`src/rtl/mips_pkg.sv`:
```
// Shared definitions for the MEM/WB pipeline stage: load-type codes and the
// layout of one buffered writeback entry.
package mips_pkg;

  localparam logic [2:0] LT_LW  = 3'd0;
  localparam logic [2:0] LT_LH  = 3'd1;
  localparam logic [2:0] LT_LHU = 3'd2;
  localparam logic [2:0] LT_LB  = 3'd3;
  localparam logic [2:0] LT_LBU = 3'd4;

  typedef struct packed {
    logic [31:0] alu_result;
    logic [31:0] load_data;
    logic [4:0]  rd;
    logic        reg_write;
    logic        mem_to_reg;
    logic        misalign;
  } wb_entry_t;

  localparam int ENTRY_W = $bits(wb_entry_t);

endpackage

```
`src/rtl/load_align.sv`:
```
// Combinational load lane selection, sign/zero extension and misalign
// detection for a little-endian 32-bit data memory word.
module load_align
  import mips_pkg::*;
(
  input  logic [1:0]  addr_i,
  input  logic [31:0] rdata_i,
  input  logic [2:0]  load_type_i,
  input  logic        mem_to_reg_i,
  output logic [31:0] load_data_o,
  output logic        misalign_o
);

  logic [7:0]  byte_lane;
  logic [15:0] half_lane;

  assign byte_lane = rdata_i[{addr_i, 3'b000} +: 8];
  assign half_lane = rdata_i[{addr_i[1], 4'b0000} +: 16];

  always_comb begin
    // NOTE: every output gets a default first so no path can infer a latch.
    load_data_o = rdata_i;
    misalign_o  = mem_to_reg_i && (addr_i != 2'b00);
    case (load_type_i)
      LT_LH: begin
        load_data_o = {{16{half_lane[15]}}, half_lane};
        misalign_o  = mem_to_reg_i && addr_i[0];
      end
      LT_LHU: begin
        load_data_o = {16'h0000, half_lane};
        misalign_o  = mem_to_reg_i && addr_i[0];
      end
      LT_LB: begin
        load_data_o = {{24{byte_lane[7]}}, byte_lane};
        misalign_o  = 1'b0;
      end
      LT_LBU: begin
        load_data_o = {24'h000000, byte_lane};
        misalign_o  = 1'b0;
      end
      default: ;  // LW and the unused codes 5-7 keep the word defaults
    endcase
  end

endmodule

```
`src/rtl/mem_wb_stage.sv`:
```
// MEM/WB pipeline stage: a 2-entry skid FIFO holding fully aligned load data,
// so writeback outputs come straight from registers.
module mem_wb_stage
  import mips_pkg::*;
(
  input  logic        clk,
  input  logic        reset,
  input  logic        flush,
  input  logic        in_valid,
  output logic        in_ready,
  input  logic [31:0] in_alu_result,
  input  logic [31:0] in_mem_rdata,
  input  logic [4:0]  in_rd,
  input  logic        in_reg_write,
  input  logic        in_mem_to_reg,
  input  logic [2:0]  in_load_type,
  output logic        out_valid,
  input  logic        out_ready,
  output logic [31:0] out_alu_result,
  output logic [31:0] out_load_data,
  output logic        out_mem_to_reg,
  output logic [4:0]  out_rd,
  output logic        out_reg_write,
  output logic        out_misalign
);

  localparam logic [1:0] EMPTY = 2'd0;
  localparam logic [1:0] ONE   = 2'd1;
  localparam logic [1:0] TWO   = 2'd2;

  logic [1:0] state_q, state_d;
  wb_entry_t  head_q, head_d;
  wb_entry_t  tail_q, tail_d;
  wb_entry_t  new_entry;
  logic       push, pop;

  load_align u_load_align (
    .addr_i       (in_alu_result[1:0]),
    .rdata_i      (in_mem_rdata),
    .load_type_i  (in_load_type),
    .mem_to_reg_i (in_mem_to_reg),
    .load_data_o  (new_entry.load_data),
    .misalign_o   (new_entry.misalign)
  );

  assign new_entry.alu_result = in_alu_result;
  assign new_entry.rd         = in_rd;
  assign new_entry.reg_write  = in_reg_write;
  assign new_entry.mem_to_reg = in_mem_to_reg;

  assign in_ready  = (state_q != TWO);
  assign out_valid = (state_q != EMPTY);
  assign push      = in_valid && in_ready;
  assign pop       = out_valid && out_ready;

  always_comb begin
    state_d = state_q;
    head_d  = head_q;
    tail_d  = tail_q;
    if (flush) begin
      state_d = EMPTY;
      head_d  = '0;
      tail_d  = '0;
    end else begin
      case (state_q)
        EMPTY: if (push) begin
          head_d  = new_entry;
          state_d = ONE;
        end
        ONE: begin
          if (push && !pop) begin
            tail_d  = new_entry;
            state_d = TWO;
          end else if (pop && !push) begin
            head_d  = '0;
            state_d = EMPTY;
          end else if (push && pop) begin
            head_d  = new_entry;
          end
        end
        TWO: if (pop) begin
          head_d  = tail_q;
          tail_d  = '0;
          state_d = ONE;
        end
        default: begin
          state_d = EMPTY;
          head_d  = '0;
          tail_d  = '0;
        end
      endcase
    end
  end

  // NOTE: entry storage is reset too, so an idle stage presents all-zero data.
  always_ff @(posedge clk) begin
    if (reset) begin
      state_q <= EMPTY;
      head_q  <= '0;
      tail_q  <= '0;
    end else begin
      // NOTE: state registers use non-blocking assignment only.
      state_q <= state_d;
      head_q  <= head_d;
      tail_q  <= tail_d;
    end
  end

  assign out_alu_result = out_valid ? head_q.alu_result : 32'h0;
  assign out_load_data  = out_valid ? head_q.load_data  : 32'h0;
  assign out_mem_to_reg = out_valid && head_q.mem_to_reg;
  assign out_rd         = out_valid ? head_q.rd : 5'd0;
  assign out_misalign   = out_valid && head_q.misalign;
  // A misaligned load or a write to x0 must never reach the register file.
  assign out_reg_write  = out_valid && head_q.reg_write && (head_q.rd != 5'd0)
                          && !head_q.misalign;

endmodule
```
`config.mk`:
```
export PLATFORM = sky130hd
export DESIGN_NAME = mem_wb_stage
export DESIGN_NICKNAME = d
export VERILOG_FILES = /design/src/rtl/mips_pkg.sv /design/src/rtl/load_align.sv /design/src/rtl/mem_wb_stage.sv
export SDC_FILE = /design/constraint.sdc
export NUM_CORES = 1
export LEC_CHECK = 0
export BUFFER_PORTS_ARGS = -buffer_cell sky130_fd_sc_hd__buf_2
export CAP_MARGIN = 20
export CORE_ASPECT_RATIO = 0.5
export CORE_MARGIN = 2
export CORE_UTILIZATION = 30
export CTS_CLUSTER_DIAMETER = 40
export CTS_CLUSTER_SIZE = 30
export DETAILED_ROUTE_END_ITERATION = 16
export GPL_ROUTABILITY_DRIVEN = 0
export PLACE_DENSITY = 0.6
export SETUP_SLACK_MARGIN = 0.02
export SLEW_MARGIN = 20
export SYNTH_ARGS = -nofsm -noshare
export SYNTH_HDL_FRONTEND = slang
export SYNTH_SLANG_ARGS = --single-unit
```
`constraint.sdc`:
```
create_clock -name clk -period 3.1 [get_ports clk]
set_clock_uncertainty 0.15 [all_clocks]
set_input_delay 0.465 -clock clk [delete_from_list [all_inputs] [get_ports clk]]
set_output_delay 0.465 -clock clk [all_outputs]
set_load 0.01 [all_outputs]
```
==> results of run 1 <==
[per-layer routing]
layer  part of all wire (%)  global-route usage, %
met5                  0.057                      0
met3                    5.5                  3.823
met4                    2.4                  7.373
met1                     44                  21.72
met2                     48                  28.57
[cell usage after synthesis (3+ instances only)]
library cell / number
sky130_fd_sc_hd__a211oi_1: 9
sky130_fd_sc_hd__a21o_1: 16
sky130_fd_sc_hd__a21oi_1: 102
sky130_fd_sc_hd__a22o_1: 6
sky130_fd_sc_hd__a22oi_1: 65
sky130_fd_sc_hd__a2bb2oi_1: 3
sky130_fd_sc_hd__a32oi_1: 9
sky130_fd_sc_hd__and2_1: 73
sky130_fd_sc_hd__and3b_1: 3
sky130_fd_sc_hd__buf_1: 11
sky130_fd_sc_hd__buf_2: 21
sky130_fd_sc_hd__buf_4: 4
sky130_fd_sc_hd__clkbuf_1: 45
sky130_fd_sc_hd__dfxtp_1: 146
sky130_fd_sc_hd__inv_1: 11
sky130_fd_sc_hd__mux2_2: 20
sky130_fd_sc_hd__mux2i_1: 15
sky130_fd_sc_hd__nand2_1: 83
sky130_fd_sc_hd__nand2b_1: 3
sky130_fd_sc_hd__nand3_1: 42
sky130_fd_sc_hd__nor2_1: 106
sky130_fd_sc_hd__nor2b_1: 4
sky130_fd_sc_hd__nor3b_1: 3
sky130_fd_sc_hd__o21ai_0: 13
sky130_fd_sc_hd__o21ai_1: 12
sky130_fd_sc_hd__o22ai_1: 23
sky130_fd_sc_hd__o2bb2ai_1: 6
sky130_fd_sc_hd__o32ai_1: 8
sky130_fd_sc_hd__or2_2: 3
[power by group]
part	internal (W)	switching (W)	leakage, nW
combinational	0.000202	0.000347	2.25
sequential	0.00192	0.0000228	1.18
clock	0.00114	0.000922	0.279
total	0.00326	0.00129	3.71
[metrics by stage]
stage / cell area (um^2) / setup WS [ns] / power, W / util [%] / hold slack, ns
3_3_place_gp: 8234 / 0.5834 / 0.002515 / 34.42 / 0.2780
2_1_floorplan: 7282 / 0.4880 / 0.002342 / - / 0.2678
6_report: 8823 / 0.2495 / 0.004553 / 36.88 / 0.1548
3_5_place_dp: 8234 / 0.5145 / 0.002528 / 34.42 / 0.2828
4_1_cts: 8818 / 0.2129 / 0.004597 / 36.86 / 0.1432
5_1_grt: 8823 / 0.05929 / 0.004737 / 36.88 / 0.1543
[worst max path at each step]
stage                    end  slack (ns)  cells past startpoint  startpoint
2_1_floorplan     head_q[16]        0.49                     13  state_q[1]
3_3_place_gp      head_q[43]        0.58                      9  state_q[1]
3_5_place_dp      head_q[54]        0.51                     11  state_q[0]
4_1_cts        out_reg_write        0.21                      4  state_q[0]
5_1_grt        out_reg_write        0.06                      4  state_q[0]
6_report       out_reg_write        0.25                      4  state_q[0]
[worst reg2reg max path: stages, from the launching register on]
cell                       delay [ns]
sky130_fd_sc_hd__dfxtp_1         0.57
sky130_fd_sc_hd__nor2b_4         0.23
sky130_fd_sc_hd__inv_1           0.08
sky130_fd_sc_hd__nand2_1         0.09
sky130_fd_sc_hd__inv_1           0.05
sky130_fd_sc_hd__ha_1            0.23
sky130_fd_sc_hd__inv_1           0.11
sky130_fd_sc_hd__a311oi_4        0.11
sky130_fd_sc_hd__nor2_2          0.36
sky130_fd_sc_hd__nand2_2         0.32
sky130_fd_sc_hd__o22ai_1         0.27
[final cells by class]
class | count | area [um^2]
antenna | 2 | 5.005
clock buffer | 17 | 425.4
clock inverter | 15 | 158.9
fill | 2483 | 15100
inverter | 11 | 41.29
multi-input combinational | 662 | 3973
sequential | 146 | 2923
tap | 315 | 394.1
timing repair buffer | 171 | 903.4
[cell families (layout without fill, tap and decap cells)]
group                      Yosys count  count (layout)
DFF                                146             146
xor gates and xnor gates             3               3
other                                0               2
adders and majority gates            2               2
and+or+nand+nor                    333             333
AOI/OAI and AO/OA                  289             289
buffers and inverters               95             214
muxes                               35              35
[sequential cells by signal (all words and copies together), names as in the netlist]
register  cells
head_q       72
tail_q       72
state_q       2
==> impl_metrics.xml, run 1 <==
<?xml version="1.0" encoding="UTF-8"?>
<metrics>
  <group name="finish">
    <metric name="drive_above_1_share" unit="%">23.68</metric>
    <metric name="layout-area-overhead-vs-synth" unit="%">21.17</metric>
    <metric name="most-common-layout-cells" unit="">152 x sky130_fd_sc_hd__buf_2, 146 x sky130_fd_sc_hd__dfxtp_1, 105 x sky130_fd_sc_hd__nor2_1, 101 x sky130_fd_sc_hd__a21oi_1, 83 x sky130_fd_sc_hd__nand2_1</metric>
    <metric name="layout.cells.most_common" unit="">sky130_fd_sc_hd__buf_2</metric>
    <metric name="final_net_count" unit="">1090</metric>
    <metric name="fin_cells" unit="">1339</metric>
  </group>
  <group name="sta">
    <metric name="fin_setup_tns" unit="ns">0</metric>
    <metric name="achievable-frequency" unit="GHz">0.3508</metric>
    <metric name="rsz0062_at_grt" unit="">false</metric>
    <metric name="timing.final.crit_period" unit="ns">2.850</metric>
    <metric name="tightest_slew" unit="ns">0.6665</metric>
    <metric name="hold_violations" unit="">0</metric>
    <metric name="max-slew-margin-rel" unit="%">55.57</metric>
    <metric name="setup_viol" unit="">0</metric>
    <metric name="finalMaxSlewViolations" unit="">0</metric>
    <metric name="finalCritPeriodShare" unit="%">91.95</metric>
  </group>
  <group name="global_routing">
    <metric name="grt_antenna_before_repair" unit="">3</metric>
    <metric name="global_route_usage_over_all_layers" unit="%">17.21</metric>
    <metric name="first_pass_grt_wire_length" unit="um">35050</metric>
    <metric name="grt_max_degree" unit="">74</metric>
    <metric name="grt_overflow_total" unit="">0</metric>
    <metric name="grt_pass1_vias" unit="">6491</metric>
  </group>
  <group name="worst_setup_path">
    <metric name="critPathKind" unit="">flip-flop to output port</metric>
    <metric name="critPathSlowestCell" unit="">sky130_fd_sc_hd__dfxtp_1</metric>
    <metric name="worstPathCellList" unit="">or2_2 -&gt; buf_4 -&gt; nor4bb_1 -&gt; buf_2</metric>
    <metric name="crit_path_end_kind" unit="">output port</metric>
    <metric name="worstPathArrival" unit="ns">2.24</metric>
    <metric name="capturing_point_of_the_worst_reg2reg_path" unit="">head_q[37]</metric>
    <metric name="timing.critical_path.buf_inv" unit="">2</metric>
    <metric name="timing.critical_path.fanout_max" unit="">73</metric>
    <metric name="rr_worst_depth" unit="">10</metric>
    <metric name="rrSetupSlack" unit="ns">0.45</metric>
    <metric name="timing.critical_path.max_delay_family" unit="">buffers and inverters</metric>
    <metric name="worst_r2r_startpoint" unit="">state_q[1]</metric>
    <metric name="worst-endpoint-required" unit="ns">2.48</metric>
    <metric name="critical-path-max-stage-delay" unit="ns">0.59</metric>
    <metric name="crit_path_start_kind" unit="">flip-flop</metric>
  </group>
  <group name="die">
    <metric name="placement_rows" unit="">40</metric>
    <metric name="io-pin-count" unit="">153</metric>
    <metric name="core_region_area" unit="mm^2">0.02392</metric>
    <metric name="fp.dieArea" unit="mm^2">0.02561</metric>
    <metric name="die_width" unit="um">224.3</metric>
    <metric name="initial_core_utilization" unit="%">30.44</metric>
    <metric name="die_h" unit="um">114.2</metric>
  </group>
  <group name="clocking">
    <metric name="clk_pin_slew_worst_paths" unit="ns">0.07</metric>
    <metric name="ctsResizeCount" unit="">0</metric>
    <metric name="clock_root_buffer_master" unit="">sky130_fd_sc_hd__clkbuf_16</metric>
    <metric name="tritoncts" unit="">built</metric>
    <metric name="cts_max_level" unit="">4</metric>
    <metric name="post_cts_setup_inserts" unit="">0</metric>
    <metric name="holdBufCountCts" unit="">0</metric>
    <metric name="cts-root-to-sink-buffers" unit="">2</metric>
    <metric name="worst_skew_pair.late_latency" unit="ns">0.42</metric>
    <metric name="cts_inserted_buffers" unit="">17</metric>
    <metric name="numClockSinks" unit="">146</metric>
  </group>
  <group name="power">
    <metric name="power_density" unit="mW/mm^2">516.0</metric>
    <metric name="ir_worst_vdd" unit="V">0.0003657</metric>
    <metric name="p_leak" unit="nW">3.708</metric>
  </group>
  <group name="synthesis">
    <metric name="synthXorXnorAreaFrac" unit="%">0.4639</metric>
    <metric name="syn_area_per_cell" unit="um^2">8.064</metric>
    <metric name="syn_area" unit="mm^2">0.007282</metric>
    <metric name="post_synthesis_instance_total" unit="">903</metric>
    <metric name="synth.ff_latch_count" unit="">146</metric>
    <metric name="yosysWarningCount" unit="">0</metric>
    <metric name="compound_gate_fraction_of_synth_area" unit="%">26.29</metric>
    <metric name="synth_simple_gate_area_share" unit="%">21.79</metric>
    <metric name="postSynth.asyncResetShare" unit="%">0</metric>
    <metric name="synth.largest_area_cell" unit="">sky130_fd_sc_hd__dfxtp_1</metric>
    <metric name="syn_nets" unit="">984</metric>
    <metric name="synth_adder_area_share" unit="%">0.3436</metric>
    <metric name="yosysSeqAreaShare" unit="%">40.14</metric>
    <metric name="synth.area.top_cells" unit="">sky130_fd_sc_hd__dfxtp_1 40%, sky130_fd_sc_hd__a21oi_1 7.0%, sky130_fd_sc_hd__a22oi_1 6.7%</metric>
    <metric name="synthFlopType" unit="">sky130_fd_sc_hd__dfxtp_1</metric>
    <metric name="muxShareOfSynthArea" unit="%">5.155</metric>
    <metric name="yosysUniqueCellTypes" unit="">60</metric>
    <metric name="combinational_family_with_the_most_area_after_synthesis" unit="">compound AO/OA/AOI/OAI gates</metric>
    <metric name="synth_top_cell_area_share" unit="%">40.14</metric>
    <metric name="count_of_flip_flops_with_a_built_in_enable_after_synthesis" unit="">0</metric>
  </group>
  <group name="drt">
    <metric name="antenna_left" unit="">0</metric>
    <metric name="wirelength" unit="um">22770</metric>
    <metric name="detailroute.via_count" unit="">6953</metric>
    <metric name="wire_per_inst" unit="um">17.00</metric>
    <metric name="drt_pre_antenna_iters" unit="">5</metric>
    <metric name="route.detailed.drc" unit="">0</metric>
    <metric name="drt_first_iter_violations" unit="">593</metric>
    <metric name="avg_vias_per_cell" unit="">5.193</metric>
  </group>
  <group name="outcome">
    <metric name="outcome" unit="">complete, no violations</metric>
  </group>
  <group name="place">
    <metric name="dp.cells" unit="">1305</metric>
    <metric name="dp_hpwl" unit="um">15260</metric>
    <metric name="port_buffers" unit="">152</metric>
  </group>
  <group name="min_path">
    <metric name="worstHoldPathCells" unit="">3</metric>
    <metric name="timing.hold.worst.start" unit="">in_alu_result[11]</metric>
    <metric name="holdCritPathClass" unit="">primary input to flip-flop</metric>
    <metric name="worstHoldEndpoint" unit="">tail_q[51]</metric>
  </group>
  <group name="run">
    <metric name="max-cap-violations" unit="">0</metric>
  </group>
</metrics>
No activity file was read; power rests on OpenSTA's default activity.
==> inputs of run 2 (changes only) <==
--- a/config.mk
+++ b/config.mk
@@ -9,12 +9,12 @@
 export CAP_MARGIN = 20
 export CORE_ASPECT_RATIO = 0.5
 export CORE_MARGIN = 2
-export CORE_UTILIZATION = 30
+export CORE_UTILIZATION = 27
 export CTS_CLUSTER_DIAMETER = 40
 export CTS_CLUSTER_SIZE = 30
 export DETAILED_ROUTE_END_ITERATION = 16
 export GPL_ROUTABILITY_DRIVEN = 0
-export PLACE_DENSITY = 0.6
+export PLACE_DENSITY = 0.56
 export SETUP_SLACK_MARGIN = 0.02
 export SLEW_MARGIN = 20
 export SYNTH_ARGS = -nofsm -noshare
==> run 2 against run 1 <==
  * Sequential cell count unchanged
  * Worst hold slack worse by 0.0043 ns
  * Core utilization is 3.1 points lower
  * Combinational power rose by 2%
  * Critical path depth did not move
  * Critical path type unchanged
  * Highest routed layer is now met4
==> impl_metrics.xml, run 2 (same netlist as run 1, synthesis figures left out) <==
<?xml version="1.0" encoding="UTF-8"?>
<metrics>
  <group name="drt">
    <metric name="met3_wirelength" unit="um">1210</metric>
    <metric name="drt_first_iter_violations" unit="">691</metric>
    <metric name="wirelength" unit="um">23770</metric>
    <metric name="avg_vias_per_cell" unit="">5.195</metric>
    <metric name="route.detailed.drc" unit="">0</metric>
    <metric name="met2_length" unit="um">11890</metric>
    <metric name="drt_pre_antenna_iters" unit="">8</metric>
    <metric name="wl_met1" unit="um">10200</metric>
    <metric name="detailroute.via_count" unit="">7154</metric>
    <metric name="antenna_left" unit="">0</metric>
    <metric name="highest_layer" unit="">met4</metric>
    <metric name="wire_per_inst" unit="um">17.26</metric>
  </group>
  <group name="finish">
    <metric name="layout-area-overhead-vs-synth" unit="%">22.96</metric>
    <metric name="most-common-layout-cells" unit="">152 x sky130_fd_sc_hd__buf_2, 146 x sky130_fd_sc_hd__dfxtp_1, 105 x sky130_fd_sc_hd__nor2_1, 101 x sky130_fd_sc_hd__a21oi_1, 83 x sky130_fd_sc_hd__nand2_1</metric>
    <metric name="reg_top3" unit="">head_q x72, tail_q x72, state_q x2</metric>
    <metric name="drive_above_1_share" unit="%">23.73</metric>
    <metric name="final_net_count" unit="">1093</metric>
    <metric name="layout.cells.most_common" unit="">sky130_fd_sc_hd__buf_2</metric>
  </group>
  <group name="sta">
    <metric name="rsz0062_at_grt" unit="">false</metric>
    <metric name="setup_viol" unit="">0</metric>
    <metric name="hold-worst-slack" unit="ns">0.1505</metric>
    <metric name="achievable-frequency" unit="GHz">0.3583</metric>
    <metric name="hold_violations" unit="">0</metric>
    <metric name="max-slew-margin-rel" unit="%">33.35</metric>
    <metric name="tightest_slew" unit="ns">0.9949</metric>
    <metric name="finalCritPeriodShare" unit="%">90.04</metric>
    <metric name="finalMaxSlewViolations" unit="">0</metric>
    <metric name="fin_setup_tns" unit="ns">0</metric>
    <metric name="timing.final.crit_period" unit="ns">2.791</metric>
  </group>
  <group name="clocking">
    <metric name="worst_skew_pair.late_latency" unit="ns">0.43</metric>
    <metric name="tritoncts" unit="">built</metric>
    <metric name="post_cts_setup_inserts" unit="">0</metric>
    <metric name="clock_root_buffer_master" unit="">sky130_fd_sc_hd__clkbuf_16</metric>
    <metric name="ctsResizeCount" unit="">0</metric>
    <metric name="cts_max_level" unit="">4</metric>
    <metric name="holdBufCountCts" unit="">0</metric>
    <metric name="clk_pin_slew_worst_paths" unit="ns">0.06</metric>
    <metric name="cts_inserted_buffers" unit="">17</metric>
    <metric name="numClockSinks" unit="">146</metric>
    <metric name="cts-root-to-sink-buffers" unit="">2</metric>
  </group>
  <group name="worst_setup_path">
    <metric name="worst-endpoint-required" unit="ns">2.48</metric>
    <metric name="timing.critical_path.fanout_max" unit="">73</metric>
    <metric name="crit_path_start_kind" unit="">flip-flop</metric>
    <metric name="critPathKind" unit="">flip-flop to output port</metric>
    <metric name="crit_path_end_kind" unit="">output port</metric>
    <metric name="worstPathArrival" unit="ns">2.18</metric>
  </group>
  <group name="place">
    <metric name="dp_hpwl" unit="um">16080</metric>
    <metric name="port_buffers" unit="">152</metric>
  </group>
  <group name="power">
    <metric name="p_leak" unit="nW">3.754</metric>
    <metric name="ir_worst_vdd" unit="V">0.0004194</metric>
    <metric name="power_density" unit="mW/mm^2">530.3</metric>
  </group>
  <group name="global_routing">
    <metric name="grt_antenna_before_repair" unit="">2</metric>
    <metric name="grt_max_degree" unit="">74</metric>
    <metric name="first_pass_grt_wire_length" unit="um">36200</metric>
    <metric name="grt_pass1_vias" unit="">6577</metric>
    <metric name="global_route_usage_over_all_layers" unit="%">16.14</metric>
    <metric name="grt_overflow_total" unit="">0</metric>
  </group>
  <group name="die">
    <metric name="io-pin-count" unit="">153</metric>
    <metric name="placement_rows" unit="">42</metric>
    <metric name="core_region_area" unit="mm^2">0.02649</metric>
    <metric name="fp.dieArea" unit="mm^2">0.02838</metric>
    <metric name="initial_core_utilization" unit="%">27.49</metric>
    <metric name="die_h" unit="um">120.1</metric>
    <metric name="die_width" unit="um">236.3</metric>
  </group>
  <group name="run">
    <metric name="max-cap-violations" unit="">0</metric>
  </group>
  <group name="outcome">
    <metric name="outcome" unit="">complete, no violations</metric>
  </group>
  <group name="min_path">
    <metric name="holdCritPathClass" unit="">primary input to flip-flop</metric>
  </group>
</metrics>
==> run 2: final cells by class <==
| class | instances | area, um^2 |
|---|---|---|
| clock buffers | 20 | 456.7 |
| clock inverters | 11 | 178.9 |
| flip-flops and latches | 146 | 2923 |
| repair buffers | 174 | 938.4 |
| well taps | 352 | 440.4 |
| inverters | 11 | 41.29 |
| fillers | 2800 | 17530 |
| diodes | 1 | 2.502 |
| multi-input cells | 662 | 3973 |
==> run 2: routing by layer <==
metal	track usage (%)	vias up
met5	0	-
met4	5.142	0
met3	3.612	27
met2	27.99	212
met1	19.97	3486
li1	-	3429
==> run 2: worst paths after layout <==
path / slack [ns] / to / from / cells after the start
worst max-delay path: 0.31 / out_reg_write / state_q[1] / 4
worst min-delay path: 0.15 / tail_q[69] / in_alu_result[29] / 3
worst max register to register: 0.43 / head_q[27] / state_q[1] / 10
worst min register to register: 0.29 / head_q[20] / head_q[20] / 1
==> run 2: worst max-delay path, cell delays in order, from the launching register on <==
cell                       delay, ns
sky130_fd_sc_hd__dfxtp_1        0.58
sky130_fd_sc_hd__or2_2          0.20
sky130_fd_sc_hd__buf_4          0.52
sky130_fd_sc_hd__nor4bb_1       0.27
sky130_fd_sc_hd__buf_2          0.17
==> run 2: report_power, final <==
part	internal, W	total [W]	leakage (nW)	switching, W
Clock	0.00139	0.00225	0.303	0.000853
Combinational	0.000206	0.000561	2.27	0.000354
Sequential	0.00192	0.00194	1.18	0.0000231
Total	0.00352	0.00475	3.75	0.00123
==> run 2: stage by stage <==
step / cells / total power (W) / area (um^2) / util [%] / worst slack (ns)
after floorplan: 903 / 0.002342 / 7282 / - / 0.4880
after detailed placement: 1345 / 0.002540 / 8315 / 31.40 / 0.4579
final: 1377 / 0.004748 / 8954 / 33.81 / 0.3088
after global routing: 1376 / 0.004925 / 8951 / 33.80 / 0.1525
after CTS: 1376 / 0.004791 / 8951 / 33.80 / 0.2822
after global placement: 1345 / 0.002530 / 8315 / 31.40 / 0.5889
==> inputs of run 3 (changes only) <==
--- a/config.mk
+++ b/config.mk
@@ -15,6 +15,7 @@
 export DETAILED_ROUTE_END_ITERATION = 16
 export GPL_ROUTABILITY_DRIVEN = 0
 export PLACE_DENSITY = 0.56
+export RECOVER_POWER = 25
 export SETUP_SLACK_MARGIN = 0.02
 export SLEW_MARGIN = 20
 export SYNTH_ARGS = -nofsm -noshare
==> run 3 against run 2 <==
  * Fmax rose by 0.47%
  * Core utilization hardly changed
  * Setup slack improved by 0.013 ns
  * Global-route usage unchanged
  * Worst hold slack about the same
  * Highest routed layer unchanged
==> impl_metrics.xml, run 3 (same netlist as run 1, synthesis figures left out) <==
<?xml version="1.0" encoding="UTF-8"?>
<metrics>
  <group name="drt">
    <metric name="highest_layer" unit="">met4</metric>
    <metric name="wl_met1" unit="um">10430</metric>
    <metric name="met2_length" unit="um">11960</metric>
    <metric name="detailroute.via_count" unit="">7097</metric>
    <metric name="met3_wirelength" unit="um">989</metric>
    <metric name="avg_vias_per_cell" unit="">5.154</metric>
    <metric name="wire_per_inst" unit="um">17.29</metric>
    <metric name="wirelength" unit="um">23810</metric>
    <metric name="drt_pre_antenna_iters" unit="">5</metric>
    <metric name="route.detailed.drc" unit="">0</metric>
    <metric name="drt_first_iter_violations" unit="">654</metric>
    <metric name="antenna_left" unit="">0</metric>
  </group>
  <group name="worst_setup_path">
    <metric name="rr_worst_depth" unit="">10</metric>
    <metric name="worst_r2r_startpoint" unit="">state_q[1]</metric>
    <metric name="worst-endpoint-required" unit="ns">2.48</metric>
    <metric name="critPathKind" unit="">flip-flop to output port</metric>
    <metric name="capturing_point_of_the_worst_reg2reg_path" unit="">tail_q[1]</metric>
    <metric name="crit_path_end_kind" unit="">output port</metric>
    <metric name="crit_path_start_kind" unit="">flip-flop</metric>
    <metric name="worstPathArrival" unit="ns">2.16</metric>
    <metric name="timing.critical_path.fanout_max" unit="">73</metric>
    <metric name="rrSetupSlack" unit="ns">0.38</metric>
  </group>
  <group name="place">
    <metric name="dp_hpwl" unit="um">16080</metric>
    <metric name="placed_cell_area" unit="mm^2">0.008315</metric>
    <metric name="port_buffers" unit="">152</metric>
  </group>
  <group name="clocking">
    <metric name="worst_skew_pair.late_latency" unit="ns">0.43</metric>
    <metric name="ctsResizeCount" unit="">0</metric>
    <metric name="cts_inserted_buffers" unit="">17</metric>
    <metric name="numClockSinks" unit="">146</metric>
    <metric name="tritoncts" unit="">built</metric>
    <metric name="post_cts_setup_inserts" unit="">0</metric>
    <metric name="clk_pin_slew_worst_paths" unit="ns">0.06</metric>
    <metric name="holdBufCountCts" unit="">0</metric>
    <metric name="cts_max_level" unit="">4</metric>
    <metric name="clock_root_buffer_master" unit="">sky130_fd_sc_hd__clkbuf_16</metric>
    <metric name="cts-root-to-sink-buffers" unit="">2</metric>
  </group>
  <group name="power">
    <metric name="p_leak" unit="nW">3.751</metric>
    <metric name="ir_worst_vdd" unit="V">0.0004187</metric>
    <metric name="power_density" unit="mW/mm^2">531.1</metric>
  </group>
  <group name="finish">
    <metric name="design_area" unit="mm^2">0.008941</metric>
    <metric name="drive_above_1_share" unit="%">23.44</metric>
    <metric name="most-common-layout-cells" unit="">151 x sky130_fd_sc_hd__buf_2, 146 x sky130_fd_sc_hd__dfxtp_1, 105 x sky130_fd_sc_hd__nor2_1, 101 x sky130_fd_sc_hd__a21oi_1, 83 x sky130_fd_sc_hd__nand2_1</metric>
    <metric name="layout-area-overhead-vs-synth" unit="%">22.78</metric>
    <metric name="number_of_filler_instances_in_the_final_layout" unit="">2801</metric>
    <metric name="final_net_count" unit="">1093</metric>
    <metric name="layout.cells.most_common" unit="">sky130_fd_sc_hd__buf_2</metric>
    <metric name="reg_top3" unit="">head_q x72, tail_q x72, state_q x2</metric>
  </group>
  <group name="die">
    <metric name="die_h" unit="um">120.1</metric>
    <metric name="initial_core_utilization" unit="%">27.49</metric>
    <metric name="core_region_area" unit="mm^2">0.02649</metric>
    <metric name="io-pin-count" unit="">153</metric>
    <metric name="placement_rows" unit="">42</metric>
    <metric name="fp.dieArea" unit="mm^2">0.02838</metric>
    <metric name="die_width" unit="um">236.3</metric>
  </group>
  <group name="global_routing">
    <metric name="global_route_usage_over_all_layers" unit="%">16.14</metric>
    <metric name="grt_max_degree" unit="">74</metric>
    <metric name="grt_overflow_total" unit="">0</metric>
    <metric name="first_pass_grt_wire_length" unit="um">36200</metric>
    <metric name="grt_pass1_vias" unit="">6577</metric>
    <metric name="grt_antenna_before_repair" unit="">2</metric>
  </group>
  <group name="min_path">
    <metric name="worstHoldPathCells" unit="">3</metric>
    <metric name="holdCritPathClass" unit="">primary input to flip-flop</metric>
    <metric name="timing.hold.worst.start" unit="">in_alu_result[29]</metric>
    <metric name="worstHoldEndpoint" unit="">tail_q[69]</metric>
  </group>
  <group name="sta">
    <metric name="max-slew-margin-rel" unit="%">31.90</metric>
    <metric name="rsz0062_at_grt" unit="">false</metric>
    <metric name="setup_viol" unit="">0</metric>
    <metric name="fin_setup_tns" unit="ns">0</metric>
    <metric name="timing.final.crit_period" unit="ns">2.778</metric>
    <metric name="achievable-frequency" unit="GHz">0.3600</metric>
    <metric name="hold-worst-slack" unit="ns">0.1501</metric>
    <metric name="finalCritPeriodShare" unit="%">89.62</metric>
    <metric name="tightest_slew" unit="ns">1.017</metric>
    <metric name="finalMaxSlewViolations" unit="">0</metric>
    <metric name="hold_violations" unit="">0</metric>
  </group>
  <group name="outcome">
    <metric name="outcome" unit="">complete, no violations</metric>
  </group>
  <group name="run">
    <metric name="max-cap-violations" unit="">0</metric>
  </group>
</metrics>
run 3: changes by cell type in the layout (fill, tap and decap cells not counted):
cell | previous run | this run
sky130_fd_sc_hd__and2_1 | 72 | 73
sky130_fd_sc_hd__and2_2 | 1 | 0
sky130_fd_sc_hd__buf_2 | 152 | 151
sky130_fd_sc_hd__buf_4 | 21 | 20
sky130_fd_sc_hd__clkbuf_1 | 1 | 2
sky130_fd_sc_hd__clkbuf_2 | 0 | 1
sky130_fd_sc_hd__nor2b_1 | 2 | 3
sky130_fd_sc_hd__nor2b_4 | 2 | 1
run 3: layer usage:
metal / track usage (%) / vias up
li1: - / 3430
met1: 19.97 / 3477
met2: 27.99 / 165
met3: 3.612 / 25
met4: 5.142 / 0
met5: 0 / -
run 3: worst max path at each step:
stage                from             to  depth (start not counted)
2_1_floorplan  state_q[1]     head_q[16]                         13
3_3_place_gp   state_q[0]     head_q[18]                          8
3_5_place_dp   state_q[1]     head_q[18]                          8
4_1_cts        state_q[0]  out_reg_write                          4
5_1_grt        state_q[1]     tail_q[52]                         10
6_report       state_q[1]  out_reg_write                          4
run 3: power by group:
group	internal [W]	switching (W)
clock network	0.00139	0.000855
logic	0.000206	0.000354
registers	0.00192	0.0000229
total	0.00352	0.00123
run 3: metrics by stage:
step                worst slack (ns)  std cells  util (%)  total power (W)
floorplan                     0.4880        903         -         0.002342
global placement              0.5889       1345     31.40         0.002530
detailed placement            0.4579       1345     31.40         0.002540
CTS                           0.2822       1376     33.80         0.004791
global route                 0.09476       1376     33.75         0.004924
finish                        0.3219       1377     33.76         0.004749
run 3: critical path, stage by stage (launching register included):
cell	delay, ns
sky130_fd_sc_hd__dfxtp_1	0.57
sky130_fd_sc_hd__or2_2	0.20
sky130_fd_sc_hd__buf_4	0.52
sky130_fd_sc_hd__nor4bb_1	0.27
sky130_fd_sc_hd__buf_2	0.17
run 3: final cells by class:
class                           count  area (um^2)  area share, %
Sequential cell                   146         2923          32.69
Clock inverter                     11        178.9          2.001
Timing Repair Buffer              174        934.6          10.45
Inverter                           11        41.29         0.4618
Multi-Input combinational cell    662         3964          44.33
Tap cell                          352        440.4          4.926
Clock buffer                       20        456.7          5.108
Antenna cell                        1        2.502        0.02799
